--- src/rtl/risc_toy_pkg.sv ---
// risc_toy_pkg: shared types and constants for the RISC_TOY memory arbiter.
// Holds the arbiter FSM state encoding, the memory direction constants and
// the default address/data widths used by the core-side ports.
package risc_toy_pkg;

  // Word-address and data widths used by the core and the unified memory.
  localparam int DEFAULT_AW         = 30;
  localparam int DEFAULT_DW         = 32;

  // Consecutive D grants tolerated while a fetch waits (guarded builds only).
  localparam int DEFAULT_STARVE_MAX = 4;

  // Memory direction encoding shared by D_RW and M_RW.
  localparam logic RW_READ  = 1'b0;
  localparam logic RW_WRITE = 1'b1;

  // Arbiter FSM: idle/arbitrating, or one transaction in flight per side.
  typedef enum logic [1:0] {
    ST_IDLE   = 2'd0,
    ST_BUSY_I = 2'd1,
    ST_BUSY_D = 2'd2
  } arb_state_e;

endpackage

--- src/rtl/risc_toy_mem_arbiter_starve_ctr.sv ---
// mem_arb_starve_ctr: counts D grants handed out while a fetch is waiting and
// raises force_i once STARVE_MAX of them have happened back to back, so the
// next arbitration hands the memory to the fetch side. Only instantiated when
// ARB_STARVE_GUARD_EN is defined. STARVE_MAX must be at least 1.
module mem_arb_starve_ctr
  import risc_toy_pkg::*;
#(
  parameter int STARVE_MAX = DEFAULT_STARVE_MAX
) (
  input  logic CLK,
  input  logic RST,
  input  logic idle,
  input  logic i_req,
  input  logic d_grant,
  input  logic i_grant,
  output logic force_i
);

  localparam int CW = $clog2(STARVE_MAX + 1);
  localparam logic [CW-1:0] COUNT_MAX = CW'(STARVE_MAX);

  logic [CW-1:0] count;

  // Count D grants that bypass a waiting fetch; any fetch grant or an idle
  // cycle with no fetch pending means the fetch side is not starving.
  always_ff @(posedge CLK) begin
    if (RST) begin
      count <= '0;
    end else if (i_grant || (idle && !i_req)) begin
      count <= '0;
    end else if (d_grant && i_req && (count != COUNT_MAX)) begin
      count <= count + CW'(1);
    end
  end

  assign force_i = (count == COUNT_MAX);

endmodule

--- src/rtl/risc_toy_mem_arbiter.sv ---
// risc_toy_mem_arbiter: shares one single-ported memory between the RISC_TOY
// fetch (I) and load/store (D) sides. One transaction at a time is issued on
// the registered M_* port; the memory acknowledge and read data are steered
// combinationally back to whichever side owns the transaction.
// D requests win arbitration because they belong to an older instruction.
// Optional feature macro: ARB_STARVE_GUARD_EN -- when defined, a starvation
// counter forces an I grant after STARVE_MAX consecutive D grants made while
// a fetch was waiting. When undefined, D priority is strict.
module risc_toy_mem_arbiter
  import risc_toy_pkg::*;
#(
  parameter int AW = DEFAULT_AW,
  parameter int DW = DEFAULT_DW
`ifdef ARB_STARVE_GUARD_EN
  ,
  parameter int STARVE_MAX = DEFAULT_STARVE_MAX
`endif
) (
  input  logic          CLK,
  input  logic          RST,
  // fetch side
  input  logic          I_REQ,
  input  logic [AW-1:0] I_ADDR,
  output logic          I_ACK,
  output logic [DW-1:0] I_RDATA,
  // load/store side
  input  logic          D_REQ,
  input  logic          D_RW,
  input  logic [AW-1:0] D_ADDR,
  input  logic [DW-1:0] D_WDATA,
  output logic          D_ACK,
  output logic [DW-1:0] D_RDATA,
  // unified memory side
  output logic          M_REQ,
  output logic          M_RW,
  output logic [AW-1:0] M_ADDR,
  output logic [DW-1:0] M_WDATA,
  input  logic [DW-1:0] M_RDATA,
  input  logic          M_ACK
);

  arb_state_e state;
  arb_state_e state_nxt;

  logic is_idle;
  logic force_i;
  logic grant_d;
  logic grant_i;

  assign is_idle = (state == ST_IDLE);

`ifdef ARB_STARVE_GUARD_EN
  mem_arb_starve_ctr #(
    .STARVE_MAX (STARVE_MAX)
  ) u_starve_ctr (
    .CLK     (CLK),
    .RST     (RST),
    .idle    (is_idle),
    .i_req   (I_REQ),
    .d_grant (grant_d),
    .i_grant (grant_i),
    .force_i (force_i)
  );
`else
  assign force_i = 1'b0;
`endif

  // Grants are only made while idle. A forced fetch only overrides D when a
  // fetch is actually pending; otherwise D still gets the memory.
  assign grant_d = is_idle && D_REQ && !(force_i && I_REQ);
  assign grant_i = is_idle && I_REQ && (!D_REQ || force_i);

  // Next-state selection: leave IDLE on a grant, return to IDLE on M_ACK.
  always_comb begin
    state_nxt = state;
    case (state)
      ST_IDLE: begin
        if (grant_d) begin
          state_nxt = ST_BUSY_D;
        end else if (grant_i) begin
          state_nxt = ST_BUSY_I;
        end
      end
      ST_BUSY_I, ST_BUSY_D: begin
        if (M_ACK) begin
          state_nxt = ST_IDLE;
        end
      end
      default: state_nxt = ST_IDLE;
    endcase
  end

  // State register; reset abandons any transaction in flight.
  always_ff @(posedge CLK) begin
    if (RST) begin
      state <= ST_IDLE;
    end else begin
      state <= state_nxt;
    end
  end

  // Memory request registers: loaded from the winner at grant time, held
  // constant while busy, and the request dropped when the memory acknowledges.
  // Fetches are always reads, and write data is zeroed for every read.
  always_ff @(posedge CLK) begin
    if (RST) begin
      M_REQ   <= 1'b0;
      M_RW    <= RW_READ;
      M_ADDR  <= '0;
      M_WDATA <= '0;
    end else if (grant_d) begin
      M_REQ   <= 1'b1;
      M_RW    <= D_RW;
      M_ADDR  <= D_ADDR;
      M_WDATA <= (D_RW == RW_WRITE) ? D_WDATA : '0;
    end else if (grant_i) begin
      M_REQ   <= 1'b1;
      M_RW    <= RW_READ;
      M_ADDR  <= I_ADDR;
      M_WDATA <= '0;
    end else if (is_idle || M_ACK) begin
      M_REQ   <= 1'b0;
    end
  end

  // Completion steering: the memory acknowledge is only honoured while a
  // transaction is in flight, so a stray M_ACK in IDLE never reaches a side.
  assign I_ACK   = (state == ST_BUSY_I) && M_ACK;
  assign D_ACK   = (state == ST_BUSY_D) && M_ACK;
  assign I_RDATA = I_ACK ? M_RDATA : '0;
  assign D_RDATA = (D_ACK && (M_RW == RW_READ)) ? M_RDATA : '0;

endmodule

--- config.mk ---
export PLATFORM = sky130hd
export DESIGN_NAME = risc_toy_mem_arbiter
export DESIGN_NICKNAME = d
export VERILOG_FILES = /design/src/rtl/risc_toy_pkg.sv /design/src/rtl/risc_toy_mem_arbiter_starve_ctr.sv /design/src/rtl/risc_toy_mem_arbiter.sv
export SDC_FILE = /design/constraint.sdc
export NUM_CORES = 1
export LEC_CHECK = 0
export ABC_AREA = 0
export CORE_ASPECT_RATIO = 0.5
export CORE_MARGIN = 3
export CORE_UTILIZATION = 29
export DETAILED_ROUTE_END_ITERATION = 8
export MAX_ROUTING_LAYER = met4
export PLACE_DENSITY_LB_ADDON = 0.1
export SYNTH_ARGS = -nofsm -noshare
export SYNTH_HDL_FRONTEND = slang
export SYNTH_SLANG_ARGS = --single-unit
--- constraint.sdc ---
create_clock -name CLK -period 1.4 [get_ports CLK]
set_input_delay 0.35 -clock CLK [delete_from_list [all_inputs] [get_ports CLK]]
set_output_delay 0.35 -clock CLK [all_outputs]
set_load 0.005 [all_outputs]
==> results.py <==
metrics = {
    "status": {
        "outcome": "finished, violations left",
        "violations": "setup timing",
    },
    "die": {
        "rows": 26,
        "chipHeight_um": 79.41,
        "die_x_um": 152.8,
        "fp.dieArea_mm2": 0.01214,
        "io_pins": 260,
        "start_util": 0.3021,
        "coreArea_mm2": 0.01034,
    },
    "hold_path": {
        "worstHoldStart": "D_REQ",
        "hold_class": "in2reg",
    },
    "logic_synthesis": {
        "synth.top_cell.area_share": 0.4227,
        "syn_area_mm2": 0.003125,
        "synth_flop_cell": "dfxtp_1",
        "ys_top_cells_by_count": "66 x dfxtp_1, 34 x and2_1, 32 x a22o_1, 32 x and3_1",
        "synth_area_leaders": "dfxtp_1 42%, o2bb2ai_2 14%, mux2i_1 9.6%",
        "synthCells": 273,
        "yosysUniqueCellTypes": 25,
        "ys.warnings.count": 0,
        "synth-edff-count": 0,
        "ys_ff_latch": 66,
        "synthesis.nets": 406,
        "yosys.area.top_type": "dfxtp_1",
        "seq_area_frac_synth": 0.4227,
        "synth.avg_cell_area_um2": 11.45,
        "synthArstFlopShare": 0,
        "synth_most_common_cell": "dfxtp_1",
    },
    "finish": {
        "diodes": 0,
        "area_growth_pct": 121.7,
        "fin_cells": 716,
        "drive_gt1_frac": 0.3819,
        "fillCellCount": 864,
        "nets": 704,
    },
    "global_route": {
        "grt-busiest-layer": "met2",
        "met3_usage": 0.05252,
        "grt_pass1_vias": 3414,
        "grt_usage": 0.2081,
        "grt_max_degree": 36,
        "met2_usage": 0.3581,
        "use_met1": 0.2497,
        "antenna_found_initial": 0,
        "grt_pass1_wl_mm": 19.18,
        "grt_overflow": 0,
    },
    "setup_path": {
        "cp-end-kind": "primary output",
        "startpoint_type": "register",
        "cp.arrival_ns": 1.66,
        "crit_fanout": 8,
        "required_ns": 1.05,
        "critPathLaunch": "state[0]",
        "crit_type": "reg2out",
        "r2r-start": "state[1]",
    },
    "clock_network": {
        "cts_hold_buffers": 0,
        "clock_path_buffers": 2,
        "cts_tree": "yes",
        "clk_pin_slew_ns": 0.05,
        "clkLatencyLatePin_ns": 0.33,
        "cts_max_level": 3,
        "clock_sinks": 66,
        "root_buffer": "clkbuf_16",
        "cts_buffers": 9,
    },
    "placement": {
        "post-dp-hpwl_mm": 8.462,
        "io_buffers": 259,
        "routabilityCongestion": 0.8233,
        "place_inst": 666,
    },
    "power_and_ir_drop": {
        "power_density_mw_per_mm2": 907.7,
        "power.total_uw": 6288,
        "leakagePower_uw": 0.003327,
        "ir_drop_mv": 0.5729,
    },
    "sta": {
        "min_period_over_period": 1.433,
        "slew_violations": 0,
        "hold_violations": 0,
        "rsz0062_at_grt": "yes",
        "min_period_ns": 2.007,
        "setup_viol": 129,
        "worst_slew_pin_slew_ns": 0.3007,
        "finClkSkew_ns": 0.005469,
        "worst_slack_ns": -0.6066,
        "slew_headroom": 0.7938,
        "timing.fmax_mhz": 498.4,
    },
    "run": {
        "maxCapViolations": 0,
    },
    "detailed_routing": {
        "drtPass1Iterations": 4,
        "routed_wirelength_mm": 12.94,
        "num_vias": 3275,
        "via_per_inst": 4.574,
        "drt_iter0_markers": 113,
        "routedWlPerCell_um": 18.07,
        "route.detailed.drc": 0,
        "antenna_left": 0,
    },
}
## cell families (layout without fill, tap and decap cells)
family / after synthesis / in the layout / share of synthesized area
DFF: 66 / 66 / 0.4227
buffers and inverters: 29 / 332 / 0.06645
muxes: 30 / 30 / 0.09608
AOI/OAI and AO/OA: 69 / 69 / 0.2486
and+or+nand+nor: 76 / 76 / 0.1541
adders and majority gates: 3 / 3 / 0.01201
## final timing paths
| check | to | slack, ns | cells past startpoint |
|---|---|---|---|
| worst max-delay path | D_RDATA[8] | -0.61 | 8 |
| worst min-delay path | state[1] | 0.36 | 3 |
| worst max register to register | M_ADDR[10] | -0.20 | 8 |
| worst min register to register | M_ADDR[17] | 0.45 | 1 |
## per-layer routing
layer	vias to the layer above	wire length, µm
li1	1608	-
met1	1538	5572
met2	112	6636
met3	17	615
met4	0	110
met5	-	0
## registers in the layout, summed over array words and instances (netlist names)
| signal | cells |
|---|---|
| M_RW | 1 |
| state | 2 |
| M_REQ | 1 |
| M_WDATA | 32 |
| M_ADDR | 30 |
## cell usage in the layout, fill, tap and decap left out, drive strengths merged, types with 2 or more instances in the layout
master         instances
clkdlybuf4s50        127
and3                  32
a22o                  32
clkbuf                16
dlygate4sd2           64
dfxtp                 66
a21oi                  3
buf                  116
inv                    2
clkinv                 3
o2bb2ai               30
a21o                   2
and2                  34
ha                     3
nand2b                 3
mux2i                 30
## through the flow
step	hold WS [ns]	setup TNS [ns]	utilization	setup slack, ns	area (µm²)
floorplan	0.4153	-3.468	-	-0.06954	3237
global placement	0.4504	-70.97	0.5849	-0.9208	6051
detailed placement	0.4493	-71.17	0.5849	-0.9304	6051
CTS	0.3441	-44.42	0.6616	-0.6169	6844
global route	0.3698	-49.75	0.6697	-0.6634	6928
finish	0.3609	-41.69	0.6697	-0.6066	6928
## power breakdown
group          total, µW  internal (µW)  leakage, µW  switching, µW
clock               2270           1460     0.000151            806
sequential          2140           2040     0.000543           99.2
combinational       1880           1210      0.00263            674
total               6290           4710      0.00333           1580
## final cells by class
cell class                 count  area [µm²]  area share
tap                          140       175.2     0.02528
inverter                       2       7.507    0.001084
clock inverter                 5       52.55    0.007585
multi-input combinational    178        1828      0.2639
clock buffer                  11       252.7     0.03648
timing repair buffer         314        3284      0.4741
sequential                    66        1328      0.1916
## worst max-delay path, stage by stage, from the launching register on
cell and delay (ns):
dfxtp_2 0.33, inv_2 0.05, ha_4 0.14, and2_4 0.13, and2b_4 0.18, buf_6 0.13
buf_16 0.13, and2_4 0.13, buf_6 0.11
## timing repair
item | 4_1_cts | 5_1_grt
resized for setup | 400 | 27
buffers inserted | 19 | 11
endpoints found under the setup margin | 193 | 130
pin swaps | 20 | 36
cloned | 14 | 2
Note: power is estimated with default switching activity, not from simulation.
